## src/rtl/cache_ctrl.sv

```systemverilog
// cache_ctrl: direct-mapped read-only byte cache with byte-wide refill, flush and saturating hit/miss counters
module cache_ctrl #(
  parameter int ADDR_W   = 32,
  parameter int INDEX_W  = 4,
  parameter int OFFSET_W = 2
) (
  input  logic              clk_i,
  input  logic              rst_ni,
  input  logic              req_i,
  input  logic [ADDR_W-1:0] addr_i,
  output logic              ready_o,
  output logic              rvalid_o,
  output logic [7:0]        rdata_o,
  input  logic              flush_i,
  output logic              mem_req_o,
  output logic [ADDR_W-1:0] mem_addr_o,
  input  logic              mem_ack_i,
  input  logic [7:0]        mem_data_i,
  output logic [15:0]       hit_cnt_o,
  output logic [15:0]       miss_cnt_o
);
  localparam int LINES = 1 << INDEX_W;
  localparam int BYTES = 1 << OFFSET_W;
  localparam int TAG_W = ADDR_W - INDEX_W - OFFSET_W;
  typedef enum logic [2:0] {IDLE, LOOKUP, REFILL, RESPOND, FLUSH} state_t;
  state_t state, state_d;
  logic [ADDR_W-1:0]   addr_q;
  logic [TAG_W-1:0]    tags [LINES];
  logic [7:0]          data [LINES][BYTES];
  logic [LINES-1:0]    valid;
  logic [OFFSET_W-1:0] beat, beat_n;
  logic [INDEX_W-1:0]  fidx;
  logic [TAG_W-1:0]    tag;
  logic [INDEX_W-1:0]  idx;
  logic [OFFSET_W-1:0] off;
  logic                hit, last;
  assign tag       = addr_q[ADDR_W-1:INDEX_W+OFFSET_W];
  assign idx       = addr_q[INDEX_W+OFFSET_W-1:OFFSET_W];
  assign off       = addr_q[OFFSET_W-1:0];
  assign hit       = valid[idx] && tags[idx] == tag;
  assign last      = &beat;
  assign beat_n    = beat + OFFSET_W'(1);
  assign ready_o   = state == IDLE;
  assign rvalid_o  = state == RESPOND;
  assign mem_req_o = state == REFILL;
  always_comb begin
    state_d = state;
    case (state)
      IDLE:    state_d = flush_i ? FLUSH : req_i ? LOOKUP : IDLE;
      LOOKUP:  state_d = hit ? RESPOND : REFILL;
      REFILL:  state_d = mem_ack_i && last ? RESPOND : REFILL;
      RESPOND: state_d = IDLE;
      FLUSH:   state_d = &fidx ? IDLE : FLUSH;
      default: state_d = IDLE;
    endcase
  end
  always_ff @(posedge clk_i or negedge rst_ni) begin
    if (!rst_ni) begin
      state      <= IDLE;
      valid      <= '0;
      rdata_o    <= '0;
      mem_addr_o <= '0;
      hit_cnt_o  <= '0;
      miss_cnt_o <= '0;
      addr_q     <= '0;
      beat       <= '0;
      fidx       <= '0;
    end else begin
      state <= state_d;
      case (state)
        IDLE: begin
          if (!flush_i && req_i) addr_q <= addr_i;
          fidx <= '0;
        end
        LOOKUP:
          if (hit) begin
            hit_cnt_o <= hit_cnt_o + 16'(~&hit_cnt_o);
            rdata_o   <= data[idx][off];
          end else begin
            miss_cnt_o <= miss_cnt_o + 16'(~&miss_cnt_o);
            valid[idx] <= 1'b0;
            beat       <= '0;
            mem_addr_o <= {tag, idx, {OFFSET_W{1'b0}}};
          end
        REFILL:
          if (mem_ack_i) begin
            beat <= beat_n;
            if (last) begin
              valid[idx] <= 1'b1;
              // the final beat is not in the array yet, so bypass it from the bus
              rdata_o    <= off == beat ? mem_data_i : data[idx][off];
            end else mem_addr_o <= {tag, idx, beat_n};
          end
        FLUSH: begin
          valid[fidx] <= 1'b0;
          fidx        <= fidx + INDEX_W'(1);
        end
        default: ;
      endcase
    end
  end
  always_ff @(posedge clk_i) begin
    if (state == REFILL && mem_ack_i) begin
      data[idx][beat] <= mem_data_i;
      if (last) tags[idx] <= tag;
    end
  end
endmodule

```

## config.mk

```make
export PLATFORM = sky130hd
export DESIGN_NAME = cache_ctrl
export DESIGN_NICKNAME = d
export VERILOG_FILES = /design/src/rtl/cache_ctrl.sv
export SDC_FILE = /design/constraint.sdc
export NUM_CORES = 1
export LEC_CHECK = 0
export ABC_AREA = 0
export CORE_UTILIZATION = 30
export CTS_CLUSTER_DIAMETER = 80
export DETAILED_ROUTE_END_ITERATION = 8
export GPL_TIMING_DRIVEN = 0
export RECOVER_POWER = 100
export SYNTH_ARGS = -nofsm -noshare
export SYNTH_HDL_FRONTEND = slang
export SYNTH_SLANG_ARGS = --single-unit
export TNS_END_PERCENT = 10
```

## constraint.sdc

```tcl
create_clock -name clk_i -period 6 [get_ports clk_i]
set_input_delay 1.2 -clock clk_i [delete_from_list [all_inputs] [get_ports clk_i]]
set_output_delay 1.2 -clock clk_i [all_outputs]
set_load 0.05 [all_outputs]
```

**Yosys cells after proc, flatten, opt, wreduce, memory -nomap -nowiden**

Memories as Yosys holds them, arrays and structs flattened.
Index checks and enable logic that the tools add are counted.
Widths: inputs -> output; s select.

- $add $sub $neg: 4
- Magnitude comparators: 7
- Equality and inequality tests: 11
- Muxes and demuxes: 39
- Bitwise operators: 8
- Reductions and logical operators: 25

Operator list:

| kind | number |
|---|---|
| $mux 32 | 4 |
| $pmux 32 s2 | 1 |
| $mux 8 | 7 |
| $mux 16 | 3 |
| $pmux 16 s3 | 1 |
| $add 16x1->16 | 2 |
| $and 16x16->16 | 2 |
| $not 16->16 | 2 |
| $reduce_and 16->1 | 2 |
| $eq 26x26->1 | 1 |
| $bmux 8 s2 | 1 |
| $demux 8 s2 | 1 |
| $or 16x16->16 | 1 |
| $pmux 8 s2 | 1 |
| $reduce_and 4->1 | 4 |
| $pmux 3 s4 | 1 |
| $lt 4x5->1 const B | 2 |
| $mux 1 | 10 |
| $demux 1 s4 | 2 |
| $ge 4x1->1 const B | 2 |
| $pmux 4 s2 | 1 |
| $reduce_and 2->1 | 4 |
| $logic_and 1x1->1 | 7 |
| $eq 3x2->1 const B | 2 |
| 20 further kinds | 30 |

- Flip-flop bits (word level): 129
- RAM bits: 928
- Output and inout port bits: 75
- Memories: 2

Memories:

| name | depth | bits a word | read ports | clocked after Yosys merged registers in | wr ports | RTL line | text |
|---|---|---|---|---|---|---|---|
| data | 16 | 32 | 1 | 0 | 1 | 29 | `logic [7:0] data [LINES][BYTES];` |
| tags | 16 | 26 | 1 | 0 | 1 | 28 | `logic [TAG_W-1:0] tags [LINES];` |

**Longest topological paths before layout**

- Depth after elaboration: 8
- Depth in mapped cells: 15
- Gate-level depth less buffers: 12

**Least setup slack after synthesis**

OpenSTA, ideal clock, no wires.

- Kind: in2reg
- From: in mem_ack_i
- To: mem data[13][0] in the netlist's numbering, enable pin
- Arrival: 3490 ps
- Slack: 2083 ps
- Cell stages on the path: 5
- Cell sequence: and2_1 clkbuf_1 nand2_1 clkbuf_1 nor2_1

- Word-level cells in the longest chain between the ends: 3

RTL lines:

| what | RTL line | text |
|---|---|---|
| from (decl) | 17 | `input logic mem_ack_i,` |
| $logic_and 1x1->1 | 103 | `if (state == REFILL && mem_ack_i) begin` |
| $mux 1 | 103 |  |
| $mux 32 (not written as such) | 104 | `data[idx][beat] <= mem_data_i;` |
| to (decl) | 29 |  |

No other way between the ends.

**Final worst setup path**

- From: reg addr_q[5]
- To: mem tags[14][23] in the netlist's numbering, enable pin

RTL lines:

| what | RTL line | text |
|---|---|---|
| from (decl) | 27 | `logic [ADDR_W-1:0] addr_q;` |
| from (signal assigned) | 72 | `if (!flush_i && req_i) addr_q <= addr_i;` |
| to (decl) | 28 |  |

No word-level cell before the write port.

==> out/qor.txt <==
Status -> complete, but fails checks
Failing checks -> max-capacitance violations, max-slew violations
Synth cell count leaders -> edfxtp_1 (928), mux4_2 (238), dfrtp_1 (129)
Crit Path Max Fanout -> 18
Vias -> 21500
P&R area growth vs syn -> 18.1%
Initial Util -> 30.2%
Crit end category -> flip-flop
Total GRT Usage -> 15.5%
Synth Net Count -> 2162
R2R Setup Slk -> 0.03 ns
Initial antenna violation count -> 5
CTS root buf -> clkbuf_16
Post-detailed-routing wire length -> 110 mm
Slew Limit Fails -> 584
Worst Setup Start Kind -> flip-flop
Bufs on Longest Clock Path -> 3
DRC Markers -> 0
Top-count cell post-synth -> edfxtp_1
Die area -> 142000 µm²
Syn Area/Cell -> 20.0 µm²
GR Layer Usage met1 -> 21.2%
Netlist cell types -> 70
Synth top area cells -> edfxtp_1 (66%), mux4_2 (13%), dfrtp_1 (7.7%)
Wirelength per Cell -> 25.4 µm
Port bufs -> 119
Post-route cell area -> 49800 µm²
First-pass GRT wire length -> 159 mm
Part of the cycle the worst path needs -> 99.6%
Die X -> 377 µm
Share of cells above drive strength 1 -> 23.9%
GP Congestion -> 0.821
Most used DFF post-synth -> edfxtp_1
Pleak -> 16.5 nW
EDFF count, synth -> 928
Worst min-delay path category -> flip-flop to flip-flop
Critical Path RT -> 6.43 ns
Top cell type's share of synthesized area -> 66.1%
# IOs -> 120
Worst Setup EP -> tags[14][23]
Final hold violation count -> 0
Grt peak-use layer -> met2
Largest net degree at the start of global routing -> 94
Core area -> 139000 µm²
Max cap viols -> 17
Met3 usage -> 3.31%
Setup tns final -> 0 ns
Pre-CTS setup slack -> 0.198 ns
Non-Filler Instances -> 4343
Final antenna-violating net count -> 0
Num CTS Buffers -> 113
R2R cell count -> 10
Mapped Area -> 42100 µm²
CTS Sinks -> 1057
Hold Worst Slack -> 0.484 ns
Clock transition at the registers of the reported paths -> 0.06 ns
Fmax achieved -> 167 MHz
Min Tclk post-route -> 5.97 ns
Inst Count DP -> 4129
R2R Path End -> tags[14][23]
N_diodes -> 0
Post-DP Area -> 46400 µm²
M2 GR Usage -> 24.8%
Row count -> 137
Worst r2r src -> addr_q[5]
Area leader, netlist -> edfxtp_1
Worst Skew -> 0.0547 ns
Nets -> 2425
Iter 0 DRT Violations -> 2396
Worst vdd ir -> 0.000307 V
Flop and latch count out of synthesis -> 1057
Vias per cell -> 4.95
Clk Latency, worst-skew pair -> 0.76 ns
Sequential share of the synthesized area -> 73.8%
CTS tree -> done
Unrepaired setup endpoints after global routing -> no
Power Density -> 449 nW/µm²
Die Span Y -> 377 µm
Setup repair bufs after CTS -> 0
Final HPWL DP -> 72.3 mm
Cells after Synth -> 2105
FFs w/ async S/R, synth -> 12.2%
H-tree levels -> 3
Vias in the first global route -> 21900
Slew headroom -> -90.4%
Hold Path Depth -> 1
Final worst slack -> 0.0267 ns
Final setup viols -> 0
Cts hold-fix bufs -> 0
Post-layout util -> 35.7%
Drt first pass iters -> 5
Crit path kind -> flip-flop to flip-flop
Yosys warns -> 0
Arrival time at the worst endpoint -> 6.41 ns
Total power -> 22.4 mW
Crit path from -> addr_q[5]
Least-Margin Pin Slew -> 2.86 ns
Global route overflow -> 0
cell type report:
type / instances / area [µm²]
Clock inverter: 71 / 711
Clock buffer: 143 / 3050
Inverter: 29 / 109
Multi-Input combinational cell: 912 / 10400
Timing Repair Buffer: 148 / 1480
Buffer: 107 / 544
Sequential cell: 1057 / 31100
Tap cell: 1876 / 2350
Fill cell: 12900 / 89600
cell usage in the layout, fill, tap and decap left out, drive strengths merged, types with 12 or more instances in the layout:
master         synthesis  routed
xor2                  25      25
xnor2                 37      37
ha                    12      12
nor3                  18      18
edfxtp               928     928
nor2                 101     101
clkdlybuf4s50          0      35
clkbuf                47     219
o22ai                 22      22
mux4                 238     238
nand3                 24      24
o21ai                 27      27
nand2                 59      59
mux2i                 82      82
a22oi                 13      13
dfrtp                129     129
buf                   60      69
nand4                 15      15
dlygate4sd3            0      75
clkinv                 1      51
inv                   28      35
mux2                 108     108
logic make-up after synthesis:
| kind of cell | synth area share [%] |
|---|---|
| AOI/OAI and AO/OA | 2.27 |
| xor gates and xnor gates | 1.29 |
| adders and majority gates | 0.356 |
| buffers and inverters | 1.56 |
| DFF | 73.8 |
| muxes | 17.6 |
| and+or+nand+nor | 3.16 |
critical path, cell delays in order, from the launching register on:
cell and delay, ns:
dfrtp_1 0.31, buf_2 0.18, buf_2 0.38, clkbuf_1 0.76
buf_2 0.43, buf_2 0.44, clkbuf_1 0.87, nand3_1 0.74
nor2_1 0.99, buf_12 0.29, buf_16 0.19
layer usage:
metal	share of wire, %	routed length [µm]
met3	7.5	8240
met4	2.9	3240
met2	47	52200
met1	42	46400
met5	0.0082	9
where the power goes:
| part | total (mW) | switching, mW | internal (mW) |
|---|---|---|---|
| Sequential | 9.22 | 0.615 | 8.61 |
| Clock | 6.97 | 3.06 | 3.91 |
| Combinational | 6.18 | 3.55 | 2.62 |
| Total | 22.4 | 7.23 | 15.1 |
state kept, by name, summed over array words and instances, names as in the netlist, 3 cells and up:
name / count
addr_q: 32
data: 512
fidx: 4
hit_cnt_o: 16
mem_addr_o: 32
miss_cnt_o: 16
rdata_o: 8
state: 3
tags: 416
valid: 16
how the worst min path moves through the flow:
| stage | from | endpoint |
|---|---|---|
| global route | hit_cnt_o[6] | hit_cnt_o[6] |
| CTS | rst_ni | mem_addr_o[15] |
| finish | miss_cnt_o[8] | miss_cnt_o[8] |
| floorplan | valid[15] | valid[15] |
| detailed placement | miss_cnt_o[8] | miss_cnt_o[8] |
| global placement | mem_addr_o[24] | mem_addr_o[24] |
timing repair:
item                                    CTS  global route
hold endpoints to repair                  0             0
resized for setup                         0             3
endpoints found under the setup margin    0            29
(Power assumes the default switching activity.)
